## src/rtl/multi_freq_divider.sv

```systemverilog
// multi_freq_divider: multi-channel programmable clock divider / tick generator.
// Each channel counts clk_in edges up to a runtime terminal count (tc). It emits a
// one-cycle tick at each wrap and an optional 50%-duty divided clock.
//
// Ports:
//   clk_in   - single rising-edge clock
//   rst_n    - asynchronous active-low reset
//   en       - per-channel count enable
//   mode     - per channel: 0 = clk_out toggles on wrap, 1 = tick only (clk_out held 0)
//   sync     - clears every counter and clk_out so that the channels are phase aligned
//   div_wr   - one-cycle strobe that loads div_val into the tc of channel div_sel
//   div_sel  - target channel of div_wr (values >= NUM_CH are ignored)
//   div_val  - new terminal count; the period becomes div_val+1 cycles
//   tick     - registered one-cycle pulse at each terminal count
//   clk_out  - registered divided clock, period 2*(tc+1) cycles in mode 0
module multi_freq_divider #(
  parameter int unsigned NUM_CH     = 2,
  parameter int unsigned CNT_W      = 26,
  parameter int unsigned DEFAULT_TC = 9999,
  parameter int unsigned SEL_W      = 4
) (
  input  logic              clk_in,
  input  logic              rst_n,
  input  logic [NUM_CH-1:0] en,
  input  logic [NUM_CH-1:0] mode,
  input  logic              sync,
  input  logic              div_wr,
  input  logic [SEL_W-1:0]  div_sel,
  input  logic [CNT_W-1:0]  div_val,
  output logic [NUM_CH-1:0] tick,
  output logic [NUM_CH-1:0] clk_out
);

  localparam logic [CNT_W-1:0] RESET_TC = CNT_W'(DEFAULT_TC);
  localparam logic [CNT_W-1:0] CNT_ONE  = CNT_W'(1);

  logic [CNT_W-1:0]  cnt_q [NUM_CH];
  logic [CNT_W-1:0]  cnt_d [NUM_CH];
  logic [CNT_W-1:0]  tc_q  [NUM_CH];
  logic [CNT_W-1:0]  tc_d  [NUM_CH];
  logic [NUM_CH-1:0] tick_q;
  logic [NUM_CH-1:0] tick_d;
  logic [NUM_CH-1:0] clk_q;
  logic [NUM_CH-1:0] clk_d;

  // Next-state for every channel: sync > enable hold > wrap > shrink guard > count.
  always_comb begin
    tick_d = '0;
    clk_d  = clk_q;
    for (int unsigned i = 0; i < NUM_CH; i++) begin
      cnt_d[i] = cnt_q[i];
      tc_d[i]  = tc_q[i];

      // tc loads independently of sync/en; the compare below still sees the old tc.
      if (div_wr && (div_sel == SEL_W'(i))) begin
        tc_d[i] = div_val;
      end

      if (sync) begin
        cnt_d[i] = '0;
        clk_d[i] = 1'b0;
      end else if (en[i]) begin
        if (cnt_q[i] == tc_q[i]) begin
          cnt_d[i]  = '0;
          tick_d[i] = 1'b1;
          clk_d[i]  = ~clk_q[i];
        end else if (cnt_q[i] > tc_q[i]) begin
          // tc was shrunk below the running count: restart silently instead of wrapping.
          cnt_d[i] = '0;
        end else begin
          cnt_d[i] = cnt_q[i] + CNT_ONE;
        end
      end

      if (mode[i]) begin
        clk_d[i] = 1'b0;
      end
    end
  end

  // State and output registers.
  always_ff @(posedge clk_in or negedge rst_n) begin
    if (!rst_n) begin
      tick_q <= '0;
      clk_q  <= '0;
      for (int unsigned i = 0; i < NUM_CH; i++) begin
        cnt_q[i] <= '0;
        tc_q[i]  <= RESET_TC;
      end
    end else begin
      tick_q <= tick_d;
      clk_q  <= clk_d;
      for (int unsigned i = 0; i < NUM_CH; i++) begin
        cnt_q[i] <= cnt_d[i];
        tc_q[i]  <= tc_d[i];
      end
    end
  end

  assign tick    = tick_q;
  assign clk_out = clk_q;

endmodule
```

## config.mk

```make
export PLATFORM = sky130hd
export DESIGN_NAME = multi_freq_divider
export DESIGN_NICKNAME = d
export VERILOG_FILES = /design/src/rtl/multi_freq_divider.sv
export SDC_FILE = /design/constraint.sdc
export NUM_CORES = 1
export LEC_CHECK = 0
export CORE_MARGIN = 4
export CORE_UTILIZATION = 27
export DETAILED_ROUTE_END_ITERATION = 7
export DONT_BUFFER_PORTS = 1
export RECOVER_POWER = 100
export SLEW_MARGIN = 20
export SYNTH_ARGS = -nofsm -noshare
export SYNTH_HDL_FRONTEND = slang
export SYNTH_SLANG_ARGS = --single-unit
export TNS_END_PERCENT = 1
```

## constraint.sdc

```tcl
create_clock -name clk_in -period 3.1 [get_ports clk_in]
set_input_delay 0.31 -clock clk_in [delete_from_list [all_inputs] [get_ports clk_in]]
set_output_delay 0.31 -clock clk_in [all_outputs]
set_load 0.02 [all_outputs]
```

# After elaboration in Yosys (flattened, before gate mapping)
# Index checks and enable logic that the tools add are counted.
# op_classes
bitwise,2
n_mul,0
shifts,0
reduce_logical,11
n_eq_ne,3
div_mod_pow,0
magnitude_cmp,2
add_sub_neg,2
mux,22
# ops
cell,n
$mux W26,8
$add A26 B1 Y26 const B,2
$eq A26 B26 Y1,2
$gt A26 B26 Y1,2
$mux W1,14
$reduce_bool A3 Y1,4
$eq A4 B1 Y1 const B,1
$logic_not A4 Y1,1
$reduce_and A2 Y1,2
$reduce_bool A2 Y1,2
$logic_and A1 B1 Y1,2
$not A1 Y1,2
# totals
n_memories,0
mem_bits_ro,0
ff_bits,108
wordCells,49
output_inout_bits,4
latchBits,0
ramBits,0

# Longest topological paths before layout
# logic_depth
ltp_word,5
mapped_depth,10
mapped_depth_nobuf,8

# Least setup slack after synthesis
# OpenSTA, ideal clock, no wires.
# synth_path
path_kind,reg2reg
start,register cnt_q[49] in the netlist's numbering
end,register cnt_q[32] in the netlist's numbering
path_stages_with_launch,10
setup_ns,0.065
setup_slack_ns,0.741
arrival_time_ns,2.294
synth_period_minus_slack_ns,2.359
path_cell_list,dfrtp_1 ha_1 a21o_1 a21o_1 a211o_1 a2111o_1 buf_6 buf_6 nor4_2 o21a_1
# synth_between
elab_chain_cells,5
elab_cells_between_ends,6
# synth_lines
element,line,source
"start, declared",37,logic [CNT_W-1:0] cnt_q [NUM_CH];
"start signal, assigned by index",94,cnt_q[i] <= cnt_d[i];
$gt A26 B26 Y1,67,end else if (cnt_q[i] > tc_q[i]) begin
$mux W26,67,
$mux W26 *,63,if (cnt_q[i] == tc_q[i]) begin
$mux W26 *,62,end else if (en[i]) begin
$mux W26 *,59,if (sync) begin
# Mark *: on every way between the ends. The rest lies on a longest branch, timed or not. The select of a mux whose other input is x is not followed.
# A chain may end at the register's enable or synchronous reset.

# Worst setup path after layout
# layout_path
start,register cnt_q[23] in the netlist's numbering
end,register cnt_q[25] in the netlist's numbering
# layout_between
elab_chain_cells,5
elab_cells_between_ends,7
# layout_lines
element,line
$add A26 B1 Y26 / $gt A26 B26 Y1 (equally long branches),"71, 67"
$mux W26,67
$mux W26 *,63
$mux W26 *,62
$mux W26 *,59
# Marked as above.

==> run_results.csv <==
group,metric,value,unit
status,status,"finished, violations left",
status,failed_checks,"capacitance limit, slew limit",
floorplan,core-area,0.0237,sq mm
finish,post_route_cells_drive_above_1_share,0.128,
floorplan,die_h,164,microns
yosys,postSynthAreaPerCell,9.37,sq um
placed_design,place.port_buffers,0,
global_routing,grt_pass1_wl,26.9,mm
power_and_ir_drop,power_density,470,mW/mm^2
hold_path,min_from,"sync",
setup_path,r2r_slack,0.39,ns
timing,finalSetupTns,0,ns
global_routing,number_of_global_route_vias_before_repair,4993,
detailed_routing,routed_wl,16.1,mm
setup_path,crit_path_max_fanout,13,
yosys,syn-num-nets,793,
yosys,dominantRegCellSynth,"dfrtp_1",
hold_path,hp-class,"input pin to register",
placed_design,place_congestion,0.772,
global_routing,globalRoute.totalOverflow,0,
clock_tree,clock_latency_of_the_later_clocked_register_in_the_worst_skew_pair,0.36,ns
yosys,synthesis.yosys.warnings,0,
detailed_routing,route.detailed.wl_per_inst,15.8,microns
yosys,syn-instance-count,701,
hold_path,min_delay_path_depth,1,
floorplan,floorplan.rows,56,
finish,fillers,2536,
setup_path,path_class,"register to register",
timing,final_period_minus_worst_setup_slack,2.71,ns
clock_tree,ctsRootBufferMaster,"clkbuf_16",
clock_tree,cts_resized,0,
yosys,ys_seq_area_frac,0.414,
yosys,synth_enable_flop_cells,0,
placed_design,placed_area,0.00695,sq mm
clock_tree,tritoncts_buffer_count,9,
setup_path,critical_path.max_stage_delay,0.49,ns
timing,rsz0062_at_grt,"no",
setup_path,arrival,2.92,ns
timing,setup_viol,0,
clock_tree,h-tree-depth,3,
setup_path,crit_path_cell_trace,"ha_1 > nand4_1 > nor4_1 > a22oi_1 > o211a_1 > nand2_1 > clkbuf_1 > o32ai_1",
finish,final_nets,790,
yosys,async_flop_share,1.00,
global_routing,grt_most_used_layer,"met2",
floorplan,effective_utilization_at_floorplan,0.277,
finish,synthToLayoutAreaGrowth,10.6,%
global_routing,use_met1,0.166,
yosys,syn-cell-area,0.00657,sq mm
power_and_ir_drop,power.ir.vdd_worst,0.000283,V
timing,number_of_endpoints_with_negative_hold_slack_in_the_final_report,0,
setup_path,rr_worst_depth,8,
placed_design,detailedPlacementHpwl,11.5,mm
setup_path,r2r_start,"cnt_q[23]$_DFFE_PN0P_",
detailed_routing,post_detailed_route_count_of_antenna_violating_nets,0,
clock_tree,clk_path_buf_depth,2,
clock_tree,post_cts.repair.setup_buffers,0,
setup_path,timing.critical_path.from_type,"register",
setup_path,reg2reg_to,"cnt_q[25]$_DFFE_PN0P_",
timing,timing.final.max_slew_violations,161,
yosys,synth_cell_types,60,
floorplan,io_pins,42,
detailed_routing,drt_first_pass_iters,5,
global_routing,groute.layer.met2.usage,0.206,
detailed_routing,via_per_instance_ratio,5.06,
global_routing,grtUsageMet3,0.0316,
finish,final_area,0.00727,sq mm
hold_path,timing.hold.worst_endpoint,"tick[1]$_DFF_PN0_",
power_and_ir_drop,cellLeakagePower,3.12,nW
global_routing,globalRouteTotalUtil,0.125,
timing,achievable-frequency,369,MHz
clock_tree,clkTransAtPathRegs,0.08,ns
finish,seq_area,0.00272,sq mm
timing,finClkSkew,0.0120,ns
floorplan,die_area,0.0269,sq mm
global_routing,largest_net_degree_at_the_start_of_global_routing,109,
timing,finalCritPeriodShare,0.874,
detailed_routing,vias,5169,
detailed_routing,detailedRoute.firstIterationViolations,253,
setup_path,worst_ep_required_time,3.31,ns
finish,antenna_cells,0,
finish,multi_input_area,0.00343,sq mm
yosys,synth-seq-cells,108,
timing,slew-limit-headroom,-0.160,
setup_path,crit_slowest_cell,"nor4_1",
setup_path,crit_path_end_kind,"register",
clock_tree,tritoncts,"built",
clock_tree,tritoncts_num_sinks,108,
detailed_routing,drc_errors,0,
global_routing,antenna_found_initial,0,
run,maxCapViolations,2,
floorplan,chipWidth,164,microns
timing,worstMarginPinSlew,1.74,ns
## where the power goes
part	leakage, nW	internal (W)	total (W)	switching [W]
clock network	0.144	0.000636	0.00121	0.000569
registers	1.38	0.00161	0.00169	0.0000760
logic	1.60	0.000226	0.000526	0.000300
total	3.12	0.00247	0.00342	0.000946
## worst max path at each step
| stage | startpoint | depth (start not counted) | endpoint |
|---|---|---|---|
| after floorplan | cnt_q[49]$_DFFE_PN0P_ | 9 | cnt_q[32]$_DFFE_PN0P_ |
| after global placement | cnt_q[49]$_DFFE_PN0P_ | 8 | cnt_q[42]$_DFFE_PN0P_ |
| after detailed placement | cnt_q[49]$_DFFE_PN0P_ | 8 | cnt_q[42]$_DFFE_PN0P_ |
| after CTS | cnt_q[49]$_DFFE_PN0P_ | 8 | cnt_q[42]$_DFFE_PN0P_ |
| after global routing | cnt_q[20]$_DFFE_PN0P_ | 8 | cnt_q[24]$_DFFE_PN0P_ |
| final | cnt_q[23]$_DFFE_PN0P_ | 8 | cnt_q[25]$_DFFE_PN0P_ |
## cells by family (layout without fill, tap and decap cells)
family	after synthesis	in the layout	synth area share
adders and majority gates	54	54	0.103
muxes	29	29	0.0495
xor gates and xnor gates	3	3	0.00400
buffers and inverters	106	108	0.0642
DFF	108	108	0.414
AOI/OAI and AO/OA	165	165	0.174
and+or+nand+nor	236	236	0.192
## synth_stat cells (3+ instances only)
library cell | instances | share of area
a21oi_1 | 21 | 0.016
nand2_1 | 71 | 0.041
nor3b_1 | 4 | 0.0046
o31ai_1 | 4 | 0.0046
or3_1 | 16 | 0.015
o32ai_1 | 17 | 0.023
inv_1 | 74 | 0.042
a211oi_1 | 8 | 0.0091
nand2b_1 | 9 | 0.0086
o311ai_0 | 6 | 0.0080
o21ai_0 | 35 | 0.027
nor4_1 | 8 | 0.0076
nor4_2 | 4 | 0.0076
mux2_2 | 28 | 0.048
buf_2 | 7 | 0.0053
clkbuf_1 | 22 | 0.013
and2_1 | 3 | 0.0029
ha_1 | 54 | 0.10
or2_2 | 9 | 0.0086
dfstp_2 | 16 | 0.064
a211o_1 | 5 | 0.0067
a32oi_1 | 3 | 0.0040
a31oi_1 | 20 | 0.019
a22o_1 | 3 | 0.0040
nand4_1 | 28 | 0.027
dfrtp_1 | 92 | 0.35
nor3_1 | 26 | 0.020
o21a_1 | 9 | 0.010
and3_1 | 4 | 0.0038
nand3_1 | 23 | 0.018
a21o_1 | 16 | 0.018
nor2_1 | 20 | 0.011
xor2_1 | 3 | 0.0040
## state kept, by name (all words and copies together), names as in the netlist
register,cells
cnt_q,52
tc_q,52
clk_out,2
tick,2
## cells in the final DEF, fill, tap and decap left out, drive strengths merged, types with 3 or more instances in the layout
| cell | n |
|---|---|
| buf | 10 |
| o311ai | 8 |
| nand3 | 23 |
| nor2 | 20 |
| dfrtp | 92 |
| dfstp | 16 |
| a32oi | 3 |
| dlygate4sd3 | 3 |
| o21a | 9 |
| and2 | 4 |
| clkbuf | 14 |
| a211o | 5 |
| a21o | 16 |
| a21oi | 21 |
| a31oi | 20 |
| ha | 54 |
| xor2 | 3 |
| a211oi | 8 |
| o31ai | 4 |
| or2 | 10 |
| inv | 78 |
| nand2b | 9 |
| nor4 | 13 |
| nand2 | 71 |
| mux2 | 28 |
| nand4 | 30 |
| and3 | 4 |
| o21ai | 36 |
| a22o | 3 |
| nor3b | 4 |
| nor3 | 26 |
| or3 | 16 |
| o32ai | 17 |
## worst max-delay path: cells and delay by family (launching register included)
kind	cells	cell delay [ns]
AOI/OAI and AO/OA	3	0.64
adders and majority gates	1	0.33
buffers and inverters	1	0.34
DFF	1	0.45
and+or+nand+nor	3	0.81
## what timing repair did
action,in CTS,in global routing
hold buffers,3,1
endpoints found under the setup margin,0,0
endpoints found under the hold margin,109,1
## stage by stage
step,hold WS [ns],utilization,instances,setup WS [ns],total power (W)
floorplan,0.0144,-,701,0.741,0.00209
global placement,0.0206,0.294,1002,0.536,0.00219
detailed placement,0.0221,0.294,1002,0.461,0.00222
CTS,0.00240,0.308,1021,0.437,0.00349
global route,0.00540,0.307,1022,0.144,0.00364
finish,0.0163,0.307,1022,0.392,0.00342
## per-layer routing
metal	vias to the layer above	wire, microns
li1	2567	-
met1	2526	7390
met2	64	7980
met3	12	562
met4	0	198
met5	-	0
## final cells by class
class                      instances  area share
clock buffer                      10      0.0315
clock inverter                     6     0.00946
inverter                          75      0.0387
multi-input combinational        487       0.472
sequential                       108       0.374
tap                              319      0.0549
timing repair buffer              17      0.0188
(Power assumes the default switching activity.)
